### config.mk
export PLATFORM = sky130hd
export DESIGN_NAME = myproject_mac_accum_requant
export DESIGN_NICKNAME = d
export VERILOG_FILES = /design/src/rtl/myproject_mac_accum_requant.sv
export SDC_FILE = /design/constraint.sdc
export NUM_CORES = 1
export LEC_CHECK = 0
export BUFFER_PORTS_ARGS = -buffer_cell sky130_fd_sc_hd__buf_4
export CAP_MARGIN = 25
export CORE_MARGIN = 2
export CORE_UTILIZATION = 42
export CTS_CLUSTER_DIAMETER = 30
export DETAILED_ROUTE_END_ITERATION = 8
export HOLD_SLACK_MARGIN = 0.02
export PLACE_DENSITY = 0.59
export SYNTH_ARGS = -nofsm -noshare
export SYNTH_HDL_FRONTEND = slang
export SYNTH_SLANG_ARGS = --single-unit
### constraint.sdc
create_clock -name ap_clk -period 13.65 [get_ports ap_clk]
set_input_delay 2.0475 -clock ap_clk [delete_from_list [all_inputs] [get_ports ap_clk]]
set_output_delay 2.0475 -clock ap_clk [all_outputs]
set_load 0.01 [all_outputs]
### src/rtl/myproject_mac_accum_requant.sv
// Purpose : accumulates N_IN unsigned products plus a bias into one neuron, then requantizes by >>SHIFT with saturation.
// Latency : out_valid rises the cycle after the N_IN-th beat is accepted; one result per N_IN+1 cycles at best.
// Backpressure: while a result waits for out_ready, in_ready is low and the result is held stable.
//
// Ports:
//   ap_clk, ap_rst        clock and synchronous active-high reset
//   in_data/valid/ready   product stream from the multiplier stage
//   bias                  group bias, sampled on the first accepted beat of each group
//   out_data/sat/valid/ready  requantized result handshake to the next layer
//
// Optional build macro: MYPROJECT_ACC_ROUND_EN adds 2^(SHIFT-1) to the final sum
// (round half up) instead of plain truncation. Timing is identical in both builds.
module myproject_mac_accum_requant #(
    parameter int N_IN   = 16,
    parameter int PROD_W = 36,
    parameter int BIAS_W = 24,
    parameter int ACC_W  = 44,
    parameter int SHIFT  = 18,
    parameter int OUT_W  = 16
) (
    input  logic              ap_clk,
    input  logic              ap_rst,
    input  logic [PROD_W-1:0] in_data,
    input  logic              in_valid,
    output logic              in_ready,
    input  logic [BIAS_W-1:0] bias,
    output logic [OUT_W-1:0]  out_data,
    output logic              out_sat,
    output logic              out_valid,
    input  logic              out_ready
);

    localparam int CNT_W = (N_IN > 1) ? $clog2(N_IN) : 1;
    localparam logic [CNT_W-1:0] LAST_CNT = CNT_W'(N_IN - 1);

    typedef enum logic {
        ST_ACCUM = 1'b0,
        ST_OUT   = 1'b1
    } state_t;

    state_t             r_state;
    logic [CNT_W-1:0]   r_count;
    logic [ACC_W-1:0]   r_acc;
    logic [OUT_W-1:0]   r_out_data;
    logic               r_out_sat;

    logic [ACC_W-1:0]   w_base;
    logic [ACC_W-1:0]   w_sum;
    logic [ACC_W-1:0]   w_final;
    logic [ACC_W-1:0]   w_q;
    logic               w_sat;

    // The first beat of a group starts from the bias rather than the stale accumulator,
    // so no separate clear cycle is needed between groups.
    assign w_base = (r_count == '0) ? ACC_W'(bias) : r_acc;
    assign w_sum  = w_base + ACC_W'(in_data);

`ifdef MYPROJECT_ACC_ROUND_EN
    localparam logic [ACC_W-1:0] ROUND_TERM = ACC_W'(1) << (SHIFT - 1);
    assign w_final = w_sum + ROUND_TERM;
`else
    assign w_final = w_sum;
`endif

    // Any set bit above the output width after the shift means the result does not fit.
    assign w_q   = w_final >> SHIFT;
    assign w_sat = |w_q[ACC_W-1:OUT_W];

    always_ff @(posedge ap_clk) begin
        if (ap_rst) begin
            r_state    <= ST_ACCUM;
            r_count    <= '0;
            r_acc      <= '0;
            r_out_data <= '0;
            r_out_sat  <= 1'b0;
        end else begin
            case (r_state)
                ST_ACCUM: begin
                    if (in_valid) begin
                        if (r_count == LAST_CNT) begin
                            r_out_data <= w_sat ? {OUT_W{1'b1}} : w_q[OUT_W-1:0];
                            r_out_sat  <= w_sat;
                            r_count    <= '0;
                            r_state    <= ST_OUT;
                        end else begin
                            r_acc   <= w_sum;
                            r_count <= r_count + CNT_W'(1);
                        end
                    end
                end
                ST_OUT: begin
                    // The handshake cycle itself never accepts a beat: one bubble per group.
                    if (out_ready) begin
                        r_state <= ST_ACCUM;
                    end
                end
                default: r_state <= ST_ACCUM;
            endcase
        end
    end

    assign in_ready  = (r_state == ST_ACCUM);
    assign out_valid = (r_state == ST_OUT);
    assign out_data  = r_out_data;
    assign out_sat   = r_out_sat;

endmodule

**Word-level counts from Yosys, hierarchy flattened**

Cells that the tools add are included.

- Logic and storage cells: 22
- Register bits: 66
- Output and inout bits: 19

- Bitwise logic cells: 2
- Equal/unequal tests: 1
- Reduce and logical (&&, ||, !) cells: 5
- Muxes and demuxes: 7
- $add $sub $neg: 2

Operators with widths:

| operator | count |
|---|---|
| $add 44x36->44 | 1 |
| $mux 44 | 1 |
| $mux 16 | 1 |
| $reduce_or 10->1 | 1 |
| $reduce_and 3->1 | 2 |
| $add 4x1->4 const B | 1 |
| $eq 4x4->1 const B | 1 |
| $logic_not 4->1 | 1 |
| $mux 4 | 1 |
| $mux 1 | 3 |
| $not 1->1 | 2 |
| $pmux 1 s2 | 1 |
| $reduce_and 2->1 | 1 |

**Longest topological paths before layout**

Gate-level depths: netlist (run 1).

- Depth in word-level cells: 5
- Mapped depth: 22
- Mapped depth without buffers: 17

**Worst setup path after synthesis (run 1)**

OpenSTA, ideal clock, no wires.

- Path type: input port to flip-flop
- Start point: input port bias[11]
- End point: register r_out_data[12] (netlist: out_data[12])
- Buffers on the path: 3
- Data arrival time: 4.931 ns
- Required time: 13.531 ns
- Cell stages on the path: 15
- Setup time: 0.119 ns
- Setup slack: 8.599 ns
- Cell sequence: nand2_1 nand2_1 ha_1 buf_6 a21o_1 o21bai_1 a221oi_2 a21oi_1 o31a_1 buf_6 and4b_4 or4b_4 nor4_4 buf_6 a21oi_1

- Longest elaborated chain between the ends: 4

Ends and longest elaborated chain:

| element | RTL line | source |
|---|---|---|
| start: declaration | 26 | `input logic [BIAS_W-1:0] bias,` |
| $mux 44 (*) | 55 | `assign w_base = (r_count == '0) ? ACC_W'(bias) : r_acc;` |
| $add 44x36->44 (*) | 56 | `assign w_sum = w_base + ACC_W'(in_data);` |
| $reduce_or 10->1 | 67 | `assign w_sat = \|w_q[ACC_W-1:OUT_W];` |
| $mux 16 (*) | 81 | `r_out_data <= w_sat ? {OUT_W{1'b1}} : w_q[OUT_W-1:0];` |
| end signal: assignment | 81 |  |
| end: declaration | 44 | `logic [OUT_W-1:0] r_out_data;` |

Mark *: on every way between the ends. The rest lies on a longest branch, timed or not.
A chain may end at the register's enable or synchronous reset.

**Worst setup path in the final report (run 1)**

- Start point: input port bias[0]
- End point: register r_out_sat (netlist: out_sat)

- Longest elaborated chain between the ends: 3

Ends and longest elaborated chain:

| element | RTL line | source |
|---|---|---|
| $mux 44 | 55 |  |
| $add 44x36->44 | 56 |  |
| $reduce_or 10->1 | 67 |  |
| end signal: assignment | 82 | `r_out_sat <= w_sat;` |
| end: declaration | 45 | `logic r_out_sat;` |

Every way passes these cells.

==> results of run 1 <==
-- layout make-up --
| class | instances | area (um^2) |
|---|---|---|
| Multi-Input combinational cell | 650 | 3730 |
| Timing Repair Buffer | 87 | 653 |
| Tap cell | 168 | 210 |
| Sequential cell | 66 | 1320 |
| Fill cell | 1285 | 5890 |
| Clock inverter | 2 | 37.5 |
| Inverter | 17 | 63.8 |
| Clock buffer | 12 | 256 |
-- sequential cells by signal, indices dropped and copies added, names as in the netlist --
name / count
out_data: 16
out_sat: 1
r_count: 4
out_valid: 1
r_acc: 44
-- power by group through the flow --
stage	clock, mW	combinational (mW)	sequential (mW)
final	0.234	0.236	0.215
after detailed placement	0	0.235	0.219
after CTS	0.240	0.236	0.215
after global placement	0	0.233	0.218
after global routing	0.247	0.263	0.216
after floorplan	0	0.169	0.217
-- critical path: cells and delay by family --
kind	cells	cell delay [ps]
buffers and inverters	2	130
and+or+nand+nor	5	1580
adders and majority gates	2	530
AOI/OAI and AO/OA	6	1620
-- worst max-delay path by stage --
stage                                     end  cells past startpoint  slack (ps)  startpoint
floorplan           out_data[12]$_SDFFE_PP0P_                     15        8600    bias[11]
global placement         out_sat$_SDFFE_PP0P_                     15        7810     bias[0]
global route        out_data[10]$_SDFFE_PP0P_                     15        7610     bias[0]
CTS                      out_sat$_SDFFE_PP0P_                     15        7960     bias[0]
finish                   out_sat$_SDFFE_PP0P_                     15        7890     bias[0]
detailed placement       out_sat$_SDFFE_PP0P_                     15        7620     bias[0]
-- layout by cell type, fill, tap and decap left out, types with 13 or more instances in the layout --
cell type  synthesis  final
nand2_1          186    186
a21oi_1          106    106
buf_4              0     87
dfxtp_1           66     66
nor2_1            61     61
o21ai_0           55     55
ha_1              39     39
nor2b_1           19     19
nand3_1           19     19
inv_1             17     17
xnor2_1           16     16
xor2_1            13     13
-- metrics by stage --
step                      cell area (um^2)  worst slack, ps  std cells  hold slack [ps]
after floorplan                       5290             8600        772              427
after global placement                5970             7810        987              435
after detailed placement              5980             7620        988              443
after CTS                             6280             7960       1002              451
after global routing                  6280             7610       1002              470
final                                 6280             7890       1002              447
-- per-layer routing --
metal  up-vias  global-route usage, %  part of all wire [%]
li1       2833                      -                     -
met1      2608                   29.4                    43
met2       150                   43.6                    49
met3        28                   4.46                   5.1
met4         0                   10.5                   3.3
met5         -                      0                     0
-- kinds of logic (layout without fill, tap and decap cells) --
| kind of cell | Yosys count | after routing |
|---|---|---|
| and+or+nand+nor | 340 | 340 |
| AOI/OAI and AO/OA | 239 | 239 |
| DFF | 66 | 66 |
| buffers and inverters | 56 | 118 |
| adders and majority gates | 40 | 40 |
| xor gates and xnor gates | 29 | 29 |
| muxes | 2 | 2 |
==> reports/qor.yml, run 1 <==
power:
  p_int_mw: 0.447
  pwr-share-seq_pct: 31.4
  power_density_mw_per_mm2: 109
  netSwitchingPower_mw: 0.237
  peakVddDrop_mv: 0.0620
  power_frac_clock_pct: 34.2
  p_leak_nw: 2.69
  sw_frac_of_total_pct: 34.7
  power_frac_comb_pct: 34.4
  p_total_mw: 0.685
drt:
  vias: 5619
  via_per_inst: 5.61
  drc: 0
  drt_first_iter_violations: 470
  avgRoutedWirePerCell_um: 15.9
  drt-total-wl_um: 16000
  first_pass_iters: 5
  antenna_left: 0
synthesis:
  syn_nets: 876
  ys.flop_type: "dfxtp_1"
  synthTopCellsByArea: "dfxtp_1 25%, nand2_1 13%, a21oi_1 10%"
  synth_top_family_by_area: "simple AND/OR/NAND/NOR gates"
  syn_area_per_cell_um2: 6.85
  synth_xor_area_share_pct: 4.81
  synth-edff-count: 0
  synthMuxAreaShare_pct: 0.379
  synth_cell_types: 60
  yosysSeqAreaShare_pct: 25.0
  yosys_warnings: 0
  synthTopCellsByCount: "186 x nand2_1, 106 x a21oi_1, 66 x dfxtp_1"
  yosysTopAreaCellShare_pct: 25.0
  synth-compound-area-share_pct: 27.0
  synth_area_leader_cell: "dfxtp_1"
  synth-adder-area-share_pct: 9.61
  synth_most_common_cell: "nand2_1"
  yosys.area_share.simple_pct: 28.7
  ys_ff_latch: 66
  netlist_instances: 772
  async_flop_share_pct: 0
  synth_area_mm2: 0.00529
critical_path:
  slowest_delay_ps: 720
  startpoint_type: "primary input"
  cp.arrival_ps: 5930
  crit_fanout: 17
  timing.rr.end: "out_sat$_SDFFE_PP0P_"
  crit_path_end_kind: "flop"
  reg2reg_slack_ps: 8380
  reg2regPathDepth: 18
  path_cells: "buf_4 > nand2_1 > nand2_1 > ha_1 > inv_1 > fa_1 > nand2b_1 > a211oi_1 > o21ai_0 > a21oi_1 > o31a_1 > a31oi_1 > or4b_4 > nor4_4 > a211oi_1"
  worstPathRequired_ps: 13830
  worstSetupPathType: "in2reg"
  worst_path_max_delay_cell: "nor4_4"
  r2r_start: "r_count[0]$_SDFFE_PP0P_"
placement:
  port_buffers: 82
  place.gp.congestion: 0.922
  dp_hpwl_um: 11900
floorplan:
  dieArea_mm2: 0.0135
  start_util_pct: 43.5
  core-area_mm2: 0.0122
  die_h_um: 116
  num_io_pins: 83
  rows: 40
  die_w_um: 116
finish:
  fin_nets: 935
  post-route-util_pct: 51.6
  area_delta_synth_final_pct: 18.8
  layout-drive-gt1-share_pct: 13.4
  diodes: 0
min_path:
  worstHoldPathCells: 2
  hold_start: "r_acc[32]$_SDFFE_PP0P_"
  holdPathEnd: "r_acc[32]$_SDFFE_PP0P_"
  hold_path.class: "reg2reg"
sta:
  max-slew-margin-rel_pct: 31.1
  finalCritPeriodShare_pct: 42.2
  fin_crit_ps: 5760
  hold_viol: 0
  fin_tns_setup_ps: 0
  worst_slew_pin_slew_ps: 1030
  finalMaxSlewViolations: 0
  maxClockFrequency_mhz: 174
  rsz0062_at_grt: "false"
  fin_worst_skew_ps: 8.91
  finalSetupViolations: 0
clocking:
  postCtsSetupBuffers: 0
  htreeDepth: 3
  cts-resized-gates: 0
  clk_latency_ps: 340
  cts_sinks: 66
  cts_tree: "built"
  clk_pin_slew_ps: 50
  clk_path_buf_depth: 2
  cts_hold_buffers: 0
  root_buffer: "clkbuf_16"
  cts_buffers: 9
outcome:
  outcome: "finished, final reports clean"
global_route:
  grt_max_degree: 54
  grt.overflow.total: 0
  grtUsageTotal_pct: 24.7
  antenna_found_initial: 0
  grt_pass1_vias: 5411
  grt_pass1_wl_um: 26200
job:
  maxCapViolations: 0
Note: power is estimated with default switching activity, not from simulation.
==> inputs of run 2 (changes only) <==
- PLACE_DENSITY: 0.59 -> 0.61
- clock period: 13.65 -> 4.9 ns (I/O delays scaled with it)
==> run 2 against run 1 <==
Total power grew to 2.9 times the previous value. Sequential share of layout area is 0.24 points lower. Critical path depth is 2 higher. First-iteration DRC count is 32% lower. Die area stayed put. Hold slack worse by 2.3 ps. Clock power grew to 3.1 times the previous value.
==> reports/qor.yml, run 2 (synthesis results as in run 1) <==
critical_path:
  worstSetupPathType: "reg2reg"
  startpoint_type: "flop"
  crit_path_end_kind: "flop"
  worstPathRequired_ps: 5110
  crit_fanout: 20
  cp.arrival_ps: 4680
clocking:
  cts_sinks: 66
  cts_hold_buffers: 0
  clk_path_buf_depth: 2
  clk_pin_slew_ps: 60
  htreeDepth: 3
  root_buffer: "clkbuf_16"
  clk_latency_ps: 350
  cts_buffers: 9
  cts_tree: "built"
power:
  peakVddDrop_mv: 0.174
  p_leak_nw: 2.74
  power_density_mw_per_mm2: 311
drt:
  drc: 0
  drt_first_iter_violations: 318
  vias: 5659
  via_per_inst: 5.61
  antenna_left: 0
  avgRoutedWirePerCell_um: 15.7
  drt-total-wl_um: 15800
  first_pass_iters: 5
finish:
  layout-drive-gt1-share_pct: 14.3
  layout_common_cells: "186 x nand2_1, 106 x a21oi_1, 92 x buf_4, 66 x dfxtp_1, 61 x nor2_1"
  largest_reg_flops: 44
  post-route-util_pct: 52.2
  diodes: 0
  top_register: "r_acc"
  fin_nets: 940
  final_common_cell: "nand2_1"
  area_delta_synth_final_pct: 20.1
outcome:
  outcome: "finished, final reports clean"
global_route:
  top_usage_layer: "met2"
  grt_pass1_vias: 5532
  use_met2_pct: 42.7
  grt_max_degree: 54
  antenna_found_initial: 0
  globalRouteMet1Util_pct: 31.4
  grt_pass1_wl_um: 26500
  grt.overflow.total: 0
  grtUsageTotal_pct: 24.8
  grt_use_met3_pct: 4.67
sta:
  finalCritPeriodShare_pct: 91.3
  hold_viol: 0
  max-slew-margin-rel_pct: 34.7
  fin_worst_skew_ps: 5.89
  finalMaxSlewViolations: 0
  finalSetupViolations: 0
  fin_crit_ps: 4480
  maxClockFrequency_mhz: 223
  worst_slew_pin_slew_ps: 976
  fin_tns_setup_ps: 0
  rsz0062_at_grt: "false"
floorplan:
  start_util_pct: 43.5
  rows: 40
  die_h_um: 116
  die_w_um: 116
  core-area_mm2: 0.0122
  num_io_pins: 83
  dieArea_mm2: 0.0135
min_path:
  hold_path.class: "reg2reg"
job:
  maxCapViolations: 0
placement:
  dp_hpwl_um: 12100
  port_buffers: 82
  place.gp.congestion: 0.880
run 2: cell type report:
class / count / area (um^2)
clock buffers: 10 / 239
clock inverters: 6 / 90.1
fillers: 1254 / 5810
inverters: 17 / 63.8
multi-input cells: 650 / 3730
flip-flops and latches: 66 / 1320
well taps: 168 / 210
repair buffers: 92 / 691
run 2: path summary, 6_finish.rpt:
path | startpoint | to | slack [ps] | cells past startpoint
hold reg to reg | r_acc[34]$_SDFFE_PP0P_ | r_acc[34]$_SDFFE_PP0P_ | 450 | 2
setup / recovery | r_count[0]$_SDFFE_PP0P_ | out_sat$_SDFFE_PP0P_ | 420 | 17
setup reg to reg | r_count[0]$_SDFFE_PP0P_ | out_sat$_SDFFE_PP0P_ | 420 | 17
hold / removal | r_acc[34]$_SDFFE_PP0P_ | r_acc[34]$_SDFFE_PP0P_ | 450 | 2
run 2: critical path, cell delays in order (launching register included):
cell and delay (ps):
dfxtp_1 330, inv_1 110, ha_1 170, nor3b_2 280, buf_4 320, nand2_1 80, nand2_1 60, ha_1 280
o211ai_1 250, a211oi_1 100, o21ai_0 480, a21oi_1 200, o31a_1 390, and4b_4 240, or4b_4 540, nor4_4 140
buf_4 260, a211oi_1 100
run 2: where the power goes:
part | internal [mW] | leakage [nW] | switching, mW
Sequential | 0.578 | 0.539 | 0.0203
Clock | 0.460 | 0.159 | 0.257
Combinational | 0.257 | 2.04 | 0.405
Total | 1.29 | 2.74 | 0.682
run 2: stage by stage:
step                      setup slack, ps  cell area [um^2]  hold slack [ps]  cells  power [mW]
after detailed placement              415              6010              442    992        1.27
after global placement                491              6010              439    992        1.26
after floorplan                       196              5290              427    772        1.07
after CTS                             376              6340              450   1008        1.99
after global routing                 41.1              6350              465   1009        2.10
final                                 424              6350              445   1009        1.98
run 2: what timing repair did:
action,4_1_cts,5_1_grt
setup buffers,0,1
endpoints found under the setup margin,0,15
resized for setup,0,0
run 2: per-layer routing:
metal | up-vias | part of all wire [%]
met5 | - | 0
met4 | 0 | 2.1
met3 | 25 | 4.1
met2 | 127 | 48
met1 | 2656 | 45
li1 | 2851 | -
==> inputs of run 3 (changes only) <==
- ABC_AREA: unset -> 1
- CAP_MARGIN: 25 -> unset
- PLACE_DENSITY: 0.61 -> 0.6
==> run 3 against run 2 <==
Via count up 13%. Sequential share of layout area down 3.0 points. Cell count up 33%. First-iteration DRC count up 31%. Sequential cell count unchanged. Register-to-register slack better by 210 ps. Critical path depth up 9. Critical endpoint is now out_data[15]$_SDFFE_PP0P_. Largest cell class unchanged.
==> reports/qor.yml, run 3 <==
clocking:
  clk_path_buf_depth: 2
  cts_hold_buffers: 0
  postCtsSetupBuffers: 0
  cts_tree: "built"
  root_buffer: "clkbuf_16"
  cts-resized-gates: 0
  clk_pin_slew_ps: 60
  cts_buffers: 9
  htreeDepth: 3
  clk_latency_ps: 350
  cts_sinks: 66
finish:
  top_register: "r_acc"
  largest_reg_flops: 44
  final_common_cell: "nand2_1"
  layout-drive-gt1-share_pct: 15.2
  fin_nets: 1261
  area_delta_synth_final_pct: 16.9
  diodes: 0
  layout_common_cells: "348 x nand2_1, 209 x inv_1, 98 x nor2_1, 88 x buf_4, 66 x dfxtp_1"
  fin_cells: 1346
  post-route-util_pct: 50.8
min_path:
  hold_path.class: "reg2reg"
  hold_start: "r_acc[0]$_SDFFE_PP0P_"
  worstHoldPathCells: 2
synthesis:
  yosysSeqAreaShare_pct: 20.8
  synth_area_mm2: 0.00636
  synth-edff-count: 0
  ys.flop_type: "dfxtp_1"
  synth_area_leader_cell: "dfxtp_1"
  ys_ff_latch: 66
  async_flop_share_pct: 0
  netlist_instances: 1083
  yosys_warnings: 0
  syn_area_per_cell_um2: 5.87
  synth_most_common_cell: "nand2_1"
  syn_nets: 1187
  synth_cell_types: 34
  synthTopCellsByArea: "dfxtp_1 21%, nand2_1 21%, inv_1 12%"
  synthTopCellsByCount: "348 x nand2_1, 209 x inv_1, 99 x nor2_1"
  yosysTopAreaCellShare_pct: 20.8
global_route:
  grtUsageTotal_pct: 22.9
  grt_max_degree: 55
  grt_pass1_vias: 6087
  grt.overflow.total: 0
  grt_pass1_wl_um: 29600
  antenna_found_initial: 0
drt:
  drc: 0
  first_pass_iters: 6
  via_per_inst: 4.73
  vias: 6372
  drt-total-wl_um: 17800
  drt_first_iter_violations: 417
  avgRoutedWirePerCell_um: 13.2
  antenna_left: 0
critical_path:
  startpoint_type: "flop"
  reg2regPathDepth: 26
  r2r_start: "r_count[0]$_SDFFE_PP0P_"
  setup.worst_path.start: "r_count[0]$_SDFFE_PP0P_"
  crit_fanout: 34
  worstSetupPathType: "reg2reg"
  crit_path_end_kind: "flop"
  worstPathRequired_ps: 5140
  cp.arrival_ps: 4500
power:
  pwr-share-seq_pct: 27.8
  p_leak_nw: 4.07
  p_int_mw: 1.29
  p_total_mw: 2.17
  power_frac_comb_pct: 41.1
  power_frac_clock_pct: 31.1
  netSwitchingPower_mw: 0.885
  power_density_mw_per_mm2: 292
  sw_frac_of_total_pct: 40.8
  peakVddDrop_mv: 0.211
sta:
  fin_worst_skew_ps: 6.16
  finalSetupViolations: 0
  worst_slew_pin_slew_ps: 890
  max-slew-margin-rel_pct: 40.6
  finalCritPeriodShare_pct: 87.1
  maxClockFrequency_mhz: 234
  hold_slack_ps: 492
  fin_tns_setup_ps: 0
  finalMaxSlewViolations: 0
  fin_crit_ps: 4270
  hold_viol: 0
  rsz0062_at_grt: "false"
floorplan:
  core-area_mm2: 0.0146
  die_h_um: 127
  die_w_um: 127
  start_util_pct: 43.4
  dieArea_mm2: 0.0161
  rows: 44
  num_io_pins: 83
job:
  maxCapViolations: 0
placement:
  place.gp.congestion: 0.947
  dp_hpwl_um: 14200
  port_buffers: 82
  placed_cells: 1330
outcome:
  outcome: "finished, final reports clean"
-- run 3: cell count changes after synthesis, sizes merged, moves of 6 or more --
| cell | before | now |
|---|---|---|
| o21ai | 55 | 61 |
| nor2b | 19 | 0 |
| nand3 | 19 | 51 |
| clkbuf | 31 | 21 |
| and2 | 9 | 0 |
| a21oi | 107 | 46 |
| inv | 17 | 214 |
| a211oi | 10 | 0 |
| nor2 | 61 | 130 |
| a21o | 9 | 1 |
| nand2 | 186 | 369 |
| nand4 | 11 | 5 |
| o211ai | 3 | 23 |
-- run 3: metrics by stage --
stage | instance area [um^2] | setup WS [ps]
after floorplan | 6360 | 1470
after global placement | 7130 | 664
after detailed placement | 7130 | 624
after CTS | 7430 | 605
after global routing | 7430 | 206
final | 7430 | 634
-- run 3: layout make-up --
cell class | instances | area [um^2]
clock buffers | 9 | 225
clock inverters | 7 | 76.3
fillers | 1618 | 7210
inverters | 217 | 815
multi-input cells | 775 | 4110
flip-flops and latches | 66 | 1320
well taps | 184 | 230
repair buffers | 88 | 661
-- run 3: power by group through the flow --
stage,Combinational (mW),Sequential [mW],Clock (mW)
finish,0.893,0.603,0.676
global route,1.01,0.608,0.714
CTS,0.893,0.603,0.695
detailed placement,0.888,0.614,0
global placement,0.892,0.614,0
floorplan,0.657,0.610,0
-- run 3: final timing paths --
check             slack [ps]                   endpoint
setup / recovery         630  out_data[15]$_SDFFE_PP0P_
hold / removal           490      r_acc[0]$_SDFFE_PP0P_
setup reg to reg         630  out_data[15]$_SDFFE_PP0P_
hold reg to reg          490      r_acc[0]$_SDFFE_PP0P_
-- run 3: worst max-delay path: stages, from the launching register on --
cell and delay [ps]:
dfxtp_1 330, inv_1 90, ha_1 190, nand3_4 280, clkinv_1 140, buf_4 380, nand2_1 100, nand2_1 70
ha_1 200, inv_1 70, fa_1 390, inv_1 110, nand3_1 70, nand3_1 180, nand2_1 90, nand2_2 110
nand2_1 80, nand3_2 140, nand2_1 90, nand2_1 60, nand2_1 40, nand2_1 110, nand2_2 80, nor2_4 120
nand3_4 320, nor2_1 210, nor2_1 50
-- run 3: logic make-up after synthesis --
logic type                 synth area share [%]
buffers and inverters                      14.7
xor gates and xnor gates                   4.27
and+or+nand+nor                            39.9
AOI/OAI and AO/OA                          12.4
DFF                                        20.8
adders and majority gates                  7.99
-- run 3: routing by layer --
layer  up-vias  track usage, %  part of all wire [%]
met5         -               0                     0
met4         0            6.01                   1.6
met3        21            3.64                   4.3
met2       122            36.2                    43
met1      2762            32.4                    51
li1       3467               -                     -
